### src/rtl/ttt_pkg.sv
// Shared definitions for the tic-tac-toe turn controller: cell codes,
// controller states and the eight winning lines.
package ttt_pkg;

  localparam logic [1:0] CELL_EMPTY = 2'd0;
  localparam logic [1:0] CELL_P1    = 2'd1;
  localparam logic [1:0] CELL_P2    = 2'd2;

  typedef enum logic [2:0] {
    StP1Wait = 3'd0,
    StP2Wait = 3'd1,
    StEval   = 3'd2,
    StErr    = 3'd3,
    StDone   = 3'd4
  } state_e;

  // Board square N (1..9) lives at index N-1.
  typedef logic [8:0][1:0] board_t;

  localparam int unsigned NUM_LINES = 8;

  // Zero-based square indices of rows, columns and diagonals.
  localparam logic [3:0] WIN_LINES [NUM_LINES][3] = '{
    '{4'd0, 4'd1, 4'd2},
    '{4'd3, 4'd4, 4'd5},
    '{4'd6, 4'd7, 4'd8},
    '{4'd0, 4'd3, 4'd6},
    '{4'd1, 4'd4, 4'd7},
    '{4'd2, 4'd5, 4'd8},
    '{4'd0, 4'd4, 4'd8},
    '{4'd2, 4'd4, 4'd6}
  };

  // Player select bit (0 = player1, 1 = player2) to cell code.
  function automatic logic [1:0] player_code(input logic p2);
    return p2 ? CELL_P2 : CELL_P1;
  endfunction

endpackage

### src/rtl/ttt_win_detect.sv
// Combinational three-in-a-row detector for one player code.
module ttt_win_detect
  import ttt_pkg::*;
(
  input  board_t     board,
  input  logic [1:0] code,
  output logic       line_complete
);

  logic [NUM_LINES-1:0] line_hit;

  for (genvar l = 0; l < NUM_LINES; l++) begin : g_line
    assign line_hit[l] = (board[WIN_LINES[l][0]] == code) &&
                         (board[WIN_LINES[l][1]] == code) &&
                         (board[WIN_LINES[l][2]] == code);
  end

  // An empty code must never report a "win" on empty lines.
  always_comb begin
    line_complete = (code != CELL_EMPTY) && (|line_hit);
  end

endmodule

### src/rtl/ttt_turn_controller.sv
// Two-player tic-tac-toe sequencer: owns the board, commits legal moves,
// alternates turns, detects win/draw and holds an error window after
// rejected moves.
module ttt_turn_controller
  import ttt_pkg::*;
#(
  parameter int unsigned ERR_CYCLES = 50000000,
  parameter int unsigned ERR_W      = 26
) (
  input  logic       clk,
  input  logic       reset,
  input  logic [8:0] cur_pos,
  input  logic       confirm,
  input  logic       illegal,
  input  logic       new_game,
  output logic [1:0] pos1,
  output logic [1:0] pos2,
  output logic [1:0] pos3,
  output logic [1:0] pos4,
  output logic [1:0] pos5,
  output logic [1:0] pos6,
  output logic [1:0] pos7,
  output logic [1:0] pos8,
  output logic [1:0] pos9,
  output logic       player1,
  output logic       player2,
  output logic       illegal_led,
  output logic       game_over,
  output logic [1:0] winner,
  output logic       draw,
  output logic [3:0] move_cnt
);

  localparam logic [ERR_W-1:0] ERR_LOAD = ERR_W'(ERR_CYCLES - 1);

  state_e           state_q, state_d;
  board_t           board_q, board_d, board_placed;
  logic [3:0]       move_cnt_q, move_cnt_d;
  logic             last_q, last_d;   // 0 = player1, 1 = player2
  logic             ret_q, ret_d;     // WAIT state to resume after ERR
  logic [1:0]       winner_q, winner_d;
  logic             draw_q, draw_d;
  logic [ERR_W-1:0] err_cnt_q, err_cnt_d;

  logic       cur_p2;
  logic [8:0] occupied;
  logic       reject;
  logic       line_complete;

  assign cur_p2 = (state_q == StP2Wait);

  for (genvar g = 0; g < 9; g++) begin : g_sq
    assign occupied[g]     = (board_q[g] != CELL_EMPTY);
    assign board_placed[g] = cur_pos[g] ? player_code(cur_p2) : board_q[g];
  end

  // Non-one-hot cursors and occupied squares are rejected even if the
  // external checker misses them, so a square is never overwritten.
  assign reject = illegal || !$onehot(cur_pos) || (|(cur_pos & occupied));

  ttt_win_detect u_win_detect (
    .board        (board_q),
    .code         (player_code(last_q)),
    .line_complete(line_complete)
  );

  // State and datapath registers.
  always_ff @(posedge clk or negedge reset) begin
    if (!reset) begin
      state_q    <= StP1Wait;
      board_q    <= '0;
      move_cnt_q <= '0;
      last_q     <= 1'b0;
      ret_q      <= 1'b0;
      winner_q   <= CELL_EMPTY;
      draw_q     <= 1'b0;
      err_cnt_q  <= '0;
    end else begin
      state_q    <= state_d;
      board_q    <= board_d;
      move_cnt_q <= move_cnt_d;
      last_q     <= last_d;
      ret_q      <= ret_d;
      winner_q   <= winner_d;
      draw_q     <= draw_d;
      err_cnt_q  <= err_cnt_d;
    end
  end

  // Next-state and datapath update; new_game overrides everything.
  always_comb begin
    state_d    = state_q;
    board_d    = board_q;
    move_cnt_d = move_cnt_q;
    last_d     = last_q;
    ret_d      = ret_q;
    winner_d   = winner_q;
    draw_d     = draw_q;
    err_cnt_d  = err_cnt_q;
    if (new_game) begin
      state_d    = StP1Wait;
      board_d    = '0;
      move_cnt_d = '0;
      last_d     = 1'b0;
      ret_d      = 1'b0;
      winner_d   = CELL_EMPTY;
      draw_d     = 1'b0;
      err_cnt_d  = '0;
    end else begin
      unique case (state_q)
        StP1Wait, StP2Wait: begin
          if (confirm) begin
            if (reject) begin
              state_d   = StErr;
              err_cnt_d = ERR_LOAD;
              ret_d     = cur_p2;
            end else begin
              board_d    = board_placed;
              move_cnt_d = move_cnt_q + 4'd1;
              last_d     = cur_p2;
              state_d    = StEval;
            end
          end
        end
        StEval: begin
          if (line_complete) begin
            state_d  = StDone;
            winner_d = player_code(last_q);
          end else if (move_cnt_q == 4'd9) begin
            state_d = StDone;
            draw_d  = 1'b1;
          end else begin
            state_d = last_q ? StP1Wait : StP2Wait;
          end
        end
        StErr: begin
          if (err_cnt_q == '0) begin
            state_d = ret_q ? StP2Wait : StP1Wait;
          end else begin
            err_cnt_d = err_cnt_q - 1'b1;
          end
        end
        StDone: begin
        end
        default: state_d = StP1Wait;
      endcase
    end
  end

  // Moore outputs decoded from state and registered datapath.
  always_comb begin
    player1     = (state_q == StP1Wait);
    player2     = (state_q == StP2Wait);
    illegal_led = (state_q == StErr);
    game_over   = (state_q == StDone);
    winner      = winner_q;
    draw        = draw_q;
    move_cnt    = move_cnt_q;
    pos1        = board_q[0];
    pos2        = board_q[1];
    pos3        = board_q[2];
    pos4        = board_q[3];
    pos5        = board_q[4];
    pos6        = board_q[5];
    pos7        = board_q[6];
    pos8        = board_q[7];
    pos9        = board_q[8];
  end

endmodule

### config.mk
export PLATFORM = sky130hd
export DESIGN_NAME = ttt_turn_controller
export DESIGN_NICKNAME = d
export VERILOG_FILES = /design/src/rtl/ttt_pkg.sv /design/src/rtl/ttt_win_detect.sv /design/src/rtl/ttt_turn_controller.sv
export SDC_FILE = /design/constraint.sdc
export NUM_CORES = 1
export LEC_CHECK = 0
export BUFFER_PORTS_ARGS = -buffer_cell sky130_fd_sc_hd__buf_2
export CAP_MARGIN = 0
export CORE_MARGIN = 2
export CORE_UTILIZATION = 55
export CTS_BUF_LIST = sky130_fd_sc_hd__clkbuf_4
export DETAILED_ROUTE_END_ITERATION = 10
export PLACE_DENSITY = 0.88
export SLEW_MARGIN = 40
export SYNTH_ARGS = -nofsm -noshare
export SYNTH_HDL_FRONTEND = slang
export SYNTH_SLANG_ARGS = --single-unit
### constraint.sdc
create_clock -name clk -period 3.3 [get_ports clk]
set_clock_uncertainty 0.15 [all_clocks]
set_input_delay 0.66 -clock clk [delete_from_list [all_inputs] [get_ports clk]]
set_output_delay 0.66 -clock clk [all_outputs]
set_load 0.02 [all_outputs]
After elaboration in Yosys (flattened, before gate mapping)
Index checks and enable logic that the tools add are counted.
{ "classes": {"n_addsub": 10, "eq_ne": 22, "muxes": 48, "n_bitwise": 1, "reduce_logical": 66} }
{ "ops": {"columns": ["operator", "n"], "rows": [
  ["26-bit 2-to-1 mux", 4],
  ["18-bit 2-to-1 mux", 4],
  ["26-bit case mux with 2 select lines", 1],
  ["2-bit nonzero test", 25],
  ["4-bit AND reduction", 10],
  ["2-bit 2-to-1 mux", 14],
  ["26-bit logical NOT", 1],
  ["26-bit by 1-bit subtractor with 26-bit output (second input constant)", 1],
  ["2-bit equality test", 9],
  ["1-bit logical AND", 17],
  ["4-bit 2-to-1 mux", 4],
  ["1-bit 2-to-1 mux", 15],
  ["3-bit 2-to-1 mux", 5],
  ["3-bit case mux with 4 select lines", 1],
  ["3-bit AND reduction", 4],
  ["9-bit AND", 1],
  ["3-bit != test (second input constant)", 3],
  ["9-bit OR reduction", 1],
  ["1-bit by 1-bit adder with 2-bit output", 4],
  ["8-bit OR reduction", 1],
  ["2-bit by 2-bit adder with 3-bit output", 2],
  ["3-bit by 2-bit equality test with 1-bit output (second input constant)", 2],
  ["2-bit != test (second input constant)", 3],
  ["3-bit by 3-bit adder with 4-bit output", 1],
  ["other kinds (13)", 14]
]} }
{ "totals": {"register_bits": 56} }

Depth between registers and ports, before layout
{ "depth": {"word_depth": 12, "depth_mapped": 15} }

Modules after synthesis
Synthesis repeated with hierarchy kept, for this count alone.
{ "hier_totals": {"hier_cells": 408, "area_unflattened_um2": 3634.7} }
{ "modules_own_cells": {"columns": ["mod", "instances", "cells_per_inst", "area_each_um2"], "rows": [
  ["ttt_turn_controller", 1, 352, 3249.4],
  ["ttt_win_detect", 1, 56, 385.4]
]} }

Worst setup path before layout
No wires, ideal clock.
{ "synth_path": {"path_type": "in2reg", "startpoint": "input cur_pos[0]", "endpoint": "register board_q (netlist bit pos1[0])", "arrival_time_ns": 4.372, "t_required_ns": 3.077, "setup_slack_ns": -1.294, "cell_stages": 15, "path_buffers": 1, "path_cell_list": "inv_1 -> fa_1 -> fa_1 -> fa_1 -> inv_1 -> fa_1 -> inv_1 -> fa_1 -> a211oi_1 -> mux2i_1 -> or4_1 -> clkbuf_2 -> nor3_1 -> a21oi_1 -> nor2_1"} }
{ "synth_between": {"elab_chain_cells": 10, "word_cells_on_any_way": 13, "classes_between": "4 x add/sub; 2 x eq/ne; 1 x bitwise; 6 x reduce/logical"} }
{ "synth_rtl": {"columns": ["element", "line", "rtl"], "rows": [
  ["start, declared", "ttt_turn_controller.sv:12", "input logic [8:0] cur_pos,"],
  ["1-bit by 1-bit adder with 2-bit output (not written as such)", "ttt_turn_controller.sv:59", "assign reject = illegal || !$onehot(cur_pos) || (|(cur_pos & occupied));"],
  ["2-bit by 2-bit adder with 3-bit output (not written as such)", "ttt_turn_controller.sv:59", null],
  ["3-bit by 3-bit adder with 4-bit output (not written as such)", "ttt_turn_controller.sv:59", null],
  ["4-bit by 1-bit adder with 4-bit output (not written as such)", "ttt_turn_controller.sv:59", null],
  ["4-bit by 1-bit equality test with 1-bit output", "ttt_turn_controller.sv:59", null],
  ["1-bit logical NOT", "ttt_turn_controller.sv:59", null],
  ["1-bit logical OR (2 in a row)", "ttt_turn_controller.sv:59", null],
  ["2-bit != test (no line)", null, null],
  ["4-bit AND reduction (no line) (*)", null, null],
  ["end signal, assigned", "ttt_turn_controller.sv:80", "board_q <= board_d;"],
  ["end, declared", "ttt_turn_controller.sv:37", "board_t board_q, board_d, board_placed;"]
]} }
Mark *: on every way between the ends. The rest lies on a longest branch, timed or not.
A chain may end at the register's enable or synchronous reset.

Final worst setup path
{ "layout_path": {"startpoint": "input cur_pos[1]", "endpoint": "register err_cnt_q[9]"} }
{ "layout_between": {"elab_chain_cells": 10, "word_cells_on_any_way": 12, "classes_between": "4 x add/sub; 2 x eq/ne; 1 x bitwise; 5 x reduce/logical"} }
{ "layout_rtl": {"columns": ["element", "line", "rtl"], "rows": [
  ["1-bit by 1-bit adder with 2-bit output (not written as such)", "ttt_turn_controller.sv:59", null],
  ["2-bit by 2-bit adder with 3-bit output (not written as such)", "ttt_turn_controller.sv:59", null],
  ["3-bit by 3-bit adder with 4-bit output (not written as such)", "ttt_turn_controller.sv:59", null],
  ["4-bit by 1-bit adder with 4-bit output (not written as such)", "ttt_turn_controller.sv:59", null],
  ["4-bit by 1-bit equality test with 1-bit output", "ttt_turn_controller.sv:59", null],
  ["1-bit logical NOT", "ttt_turn_controller.sv:59", null],
  ["1-bit logical OR", "ttt_turn_controller.sv:59", null],
  ["1-bit logical OR (*)", "ttt_turn_controller.sv:59", null],
  ["3-bit != test (no line) (*)", null, null],
  ["4-bit AND reduction (no line) (*)", null, null],
  ["end signal, assigned", "ttt_turn_controller.sv:86", "err_cnt_q <= err_cnt_d;"],
  ["end, declared", "ttt_turn_controller.sv:43", "logic [ERR_W-1:0] err_cnt_q, err_cnt_d;"]
]} }
Marked as above.

==> results by group <==
Pwr
  – Leak pwr: 1.772 nW
  – Total power per unit cell area: roughly 400 mW/mm^2
  – Power, Total: 1.594 mW
  – Worst-case vdd ir drop: 0.0003169 V

Synthesis
  – Number of flops mapped to enable cells by yosys: 0
  – Synth Cell Area: 0.003302 sq mm
  – Warnings, synthesis: 0
  – Post-Synthesis Net Count: 398
  – Syn Area/Cell: 8.829 sq um
  – Most used DFF post-synth: dfrtp_1
  – Share of the yosys chip area belonging to registers: 0.4244
  – Cell variety after synth: 56
  – Share of async-settable or async-resettable flops after synthesis: 1.000
  – Post-synth top area cell: dfrtp_1
  – Flops & latches, synth: 56
  – Count of mapped cells out of synthesis: 374
  – Count leader, synth: dfrtp_1
  – Cells taking the most area after synthesis: dfrtp_1 42%, a21oi_1 5.9%, nor2_1 5.8%
  – Fraction of synthesized cell area taken by the top area cell type: 0.4244
  – Commonest cells in the synthesized netlist: 56 x dfrtp_1, 51 x nor2_1, 39 x a21oi_1, 22 x inv_1, 22 x o21ai_0

Timing
  – Slew margin rel.: 0.4384
  – Number of endpoints failing setup at the final stage: about 50
  – Worst slack on hold paths: 0.2371 ns
  – Highest clock frequency the design can meet: about 240 MHz
  – Fin. max-slew vios: 0
  – Transition time of the tightest slew-check pin: 0.8360 ns
  – Final critical-path share of the clock period: 1.282
  – Post-layout min period: 4.232 ns
  – RSZ-0062 raised after global routing: yes
  – Final hold vios: 0
  – Setup TNS: -42.97 ns
  – Final worst setup slack: -0.9318 ns

Place
  – Area after DPL: 0.003710 sq mm
  – Placer congestion estimate: ~0.94
  – Setup slack after placement: -1.304 ns
  – Port-buffer cells: 42
  – Instance count after placement with tap cells included: 494
  – Hpwl dp: 5705 um

Worst setup path
  – Chain of cells forming the critical path: buf_8 -> inv_4 -> fa_1 -> fa_1 -> fa_1 -> inv_2 -> fa_2 -> inv_2 -> fa_2 -> nand4b_1 -> or4_4 -> a21o_1 -> a211o_2 -> nand2_1
  – Path type of the worst setup path: in -> reg
  – Max FO, Critical Path: 5
  – Critical path startpoint category: input port
  – Startpoint of the lowest-slack register-to-register path: err_cnt_q[0]
  – Worst stage delay on the critical path: 0.55 ns
  – Crit. path cell count: 14
  – Type of element capturing the critical path: flop
  – Critical path arrival: 4.42 ns
  – Kind of cell adding the most delay to the critical path: adder cells
  – Crit path required time: 3.48 ns
  – Startpoint of the most critical setup path: cur_pos[1]
  – Critical path's most frequent cell: fa_1
  – Worst path buffer plus inverter count: 4
  – Reg2reg path depth: 8
  – CP max stage cell: fa_1

Clocking
  – Clk Tree Root Cell: clkbuf_4
  – Clock Path Buffers: 2
  – Number of buffers created by CTS: 5
  – CTS H-Tree Depth: 2
  – Post-CTS Hold Fix Bufs: 0
  – CTS sink cnt: 56
  – Clk slew on worst S/H paths: 0.16 ns
  – CTS tree: done
  – Source-to-sink clock delay at the later pin of the worst-skew pair: 0.38 ns

Die
  – Number of core rows: 28
  – Die area: 0.006639 sq mm
  – Initial Util: 0.5644
  – X dimension of the die: 81.48 um
  – Core ar.: between 0.005 and 0.006 sq mm
  – Floorplan die height: between 80 and 90 um
  – Ports: between 40 and 50

Finish
  – Non-Filler Cell Area, Final: 0.004036 sq mm
  – Final cell count without fillers: roughly 510
  – Diode insertion count for antenna repair: 0
  – Seq. cell area: between 0.001 and 0.0015 sq mm
  – Total area of multi-input combinational cells: 0.001929 sq mm
  – Filler cells: 396
  – Layout overhead on the synthesized area: 22.24%
  – Number of nets in the layout: 455
  – Share of layout cells above drive strength 1: 0.3056
  – Fin util: 0.6899

Run
  – Max-cap violation count: 0

Route
  – Number of iterations in the first detailed-routing pass: 5
  – Number of vias after detailed routing: roughly 3200
  – DRT Wirelength: ~9100 um
  – Antenna-violating nets left: 0
  – Wire per inst: about 18 um
  – Number of design-rule violations left by the first detailed-router iteration: 276
  – Residual DRC: 0
  – Number of vias per cell after detailed routing: 6.304

GRT
  – Via count of the first global-routing pass: 3013
  – Maximum number of pins on one net before global-route repair: 57
  – GR Util All Layers: 0.2801
  – Global-route wire length before repair: around 14000 um
  – Global route overflow: 0
  – Number of antenna violations at the first check in global routing: 0

Hold path
  – Path category of the worst min-delay check: in -> async

Run status
  – Failing checks: setup timing
  – Status: finished with violations
## logic make-up (layout without fill, tap and decap cells)
kind of cell / after synthesis / in the layout / synth area share
buffers and inverters: 40 / 97 / 0.05381
and+or+nand+nor: 157 / 158 / 0.2493
adders and majority gates: 10 / 10 / 0.04926
AOI/OAI and AO/OA: 100 / 100 / 0.1933
xor gates and xnor gates: 9 / 9 / 0.02387
DFF: 56 / 56 / 0.4244
muxes: 2 / 2 / 0.006063
## cell type report
class	count	share of cell area
Tap cell	75	0.02325
Timing Repair Buffer	67	0.1147
Clock inverter	1	0.0009299
Clock buffer	7	0.01302
Inverter	22	0.02294
Multi-Input combinational cell	279	0.4780
Sequential cell	56	0.3472
## worst paths after layout
check	to	slack, ns
setup / recovery	err_cnt_q[9]	-0.93
hold / removal	pos4[0]	0.24
setup reg to reg	err_cnt_q[24]	0.25
hold reg to reg	err_cnt_q[22]	0.37
max in group asynchronous	err_cnt_q[2]	2.28
min in group clk	pos1[1]	0.36
## power breakdown
group          total (mW)  switching (mW)  internal (mW)
Clock               0.318           0.219         0.0992
Sequential          0.782          0.0560          0.726
Combinational       0.493           0.283          0.210
Total                1.59           0.558           1.04
## what timing repair did
item	in CTS	in global routing
endpoints found under the setup margin	51	51
pin swaps	24	23
gates cloned	1	1
resized for setup	37	25
buffers inserted	3	0
## layout by cell type (no fill, tap or decap), types with 3 or more instances in the layout
cell type | netlist | final
buf_2 | 0 | 39
nand3b_1 | 6 | 6
nand4_1 | 6 | 6
nor2_1 | 51 | 47
xnor2_1 | 3 | 3
o22ai_1 | 6 | 6
nor2b_1 | 3 | 3
clkbuf_4 | 0 | 7
a211oi_1 | 6 | 5
buf_6 | 3 | 8
nor3_1 | 14 | 11
inv_1 | 22 | 18
nand2_1 | 21 | 20
or3_1 | 6 | 6
nor4_1 | 6 | 5
fa_1 | 5 | 3
or4_1 | 6 | 5
nand2b_1 | 15 | 15
buf_4 | 1 | 17
a21oi_1 | 39 | 14
nand3_1 | 6 | 5
o21ai_0 | 22 | 21
ha_1 | 5 | 5
a21oi_2 | 0 | 25
a311oi_1 | 9 | 9
or3b_2 | 4 | 4
dfrtp_1 | 56 | 56
nor2_2 | 0 | 4
xor2_1 | 6 | 6
## registers in the layout, indices dropped and copies added (netlist names)
register	count
pos1	2
pos5	2
pos4	2
pos8	2
pos6	2
winner	2
err_cnt_q	26
draw	1
state_q	3
pos7	2
pos3	2
pos2	2
ret_q	1
pos9	2
last_q	1
move_cnt	4
## per-layer routing
metal	vias to the layer above	routed length, um	GRT usage
met3	32	739	0.05275
met4	0	287	0.07458
li1	1451	-	-
met5	-	0	0
met1	1531	3779	0.3940
met2	182	4269	0.4467
(Power assumes the default switching activity.)
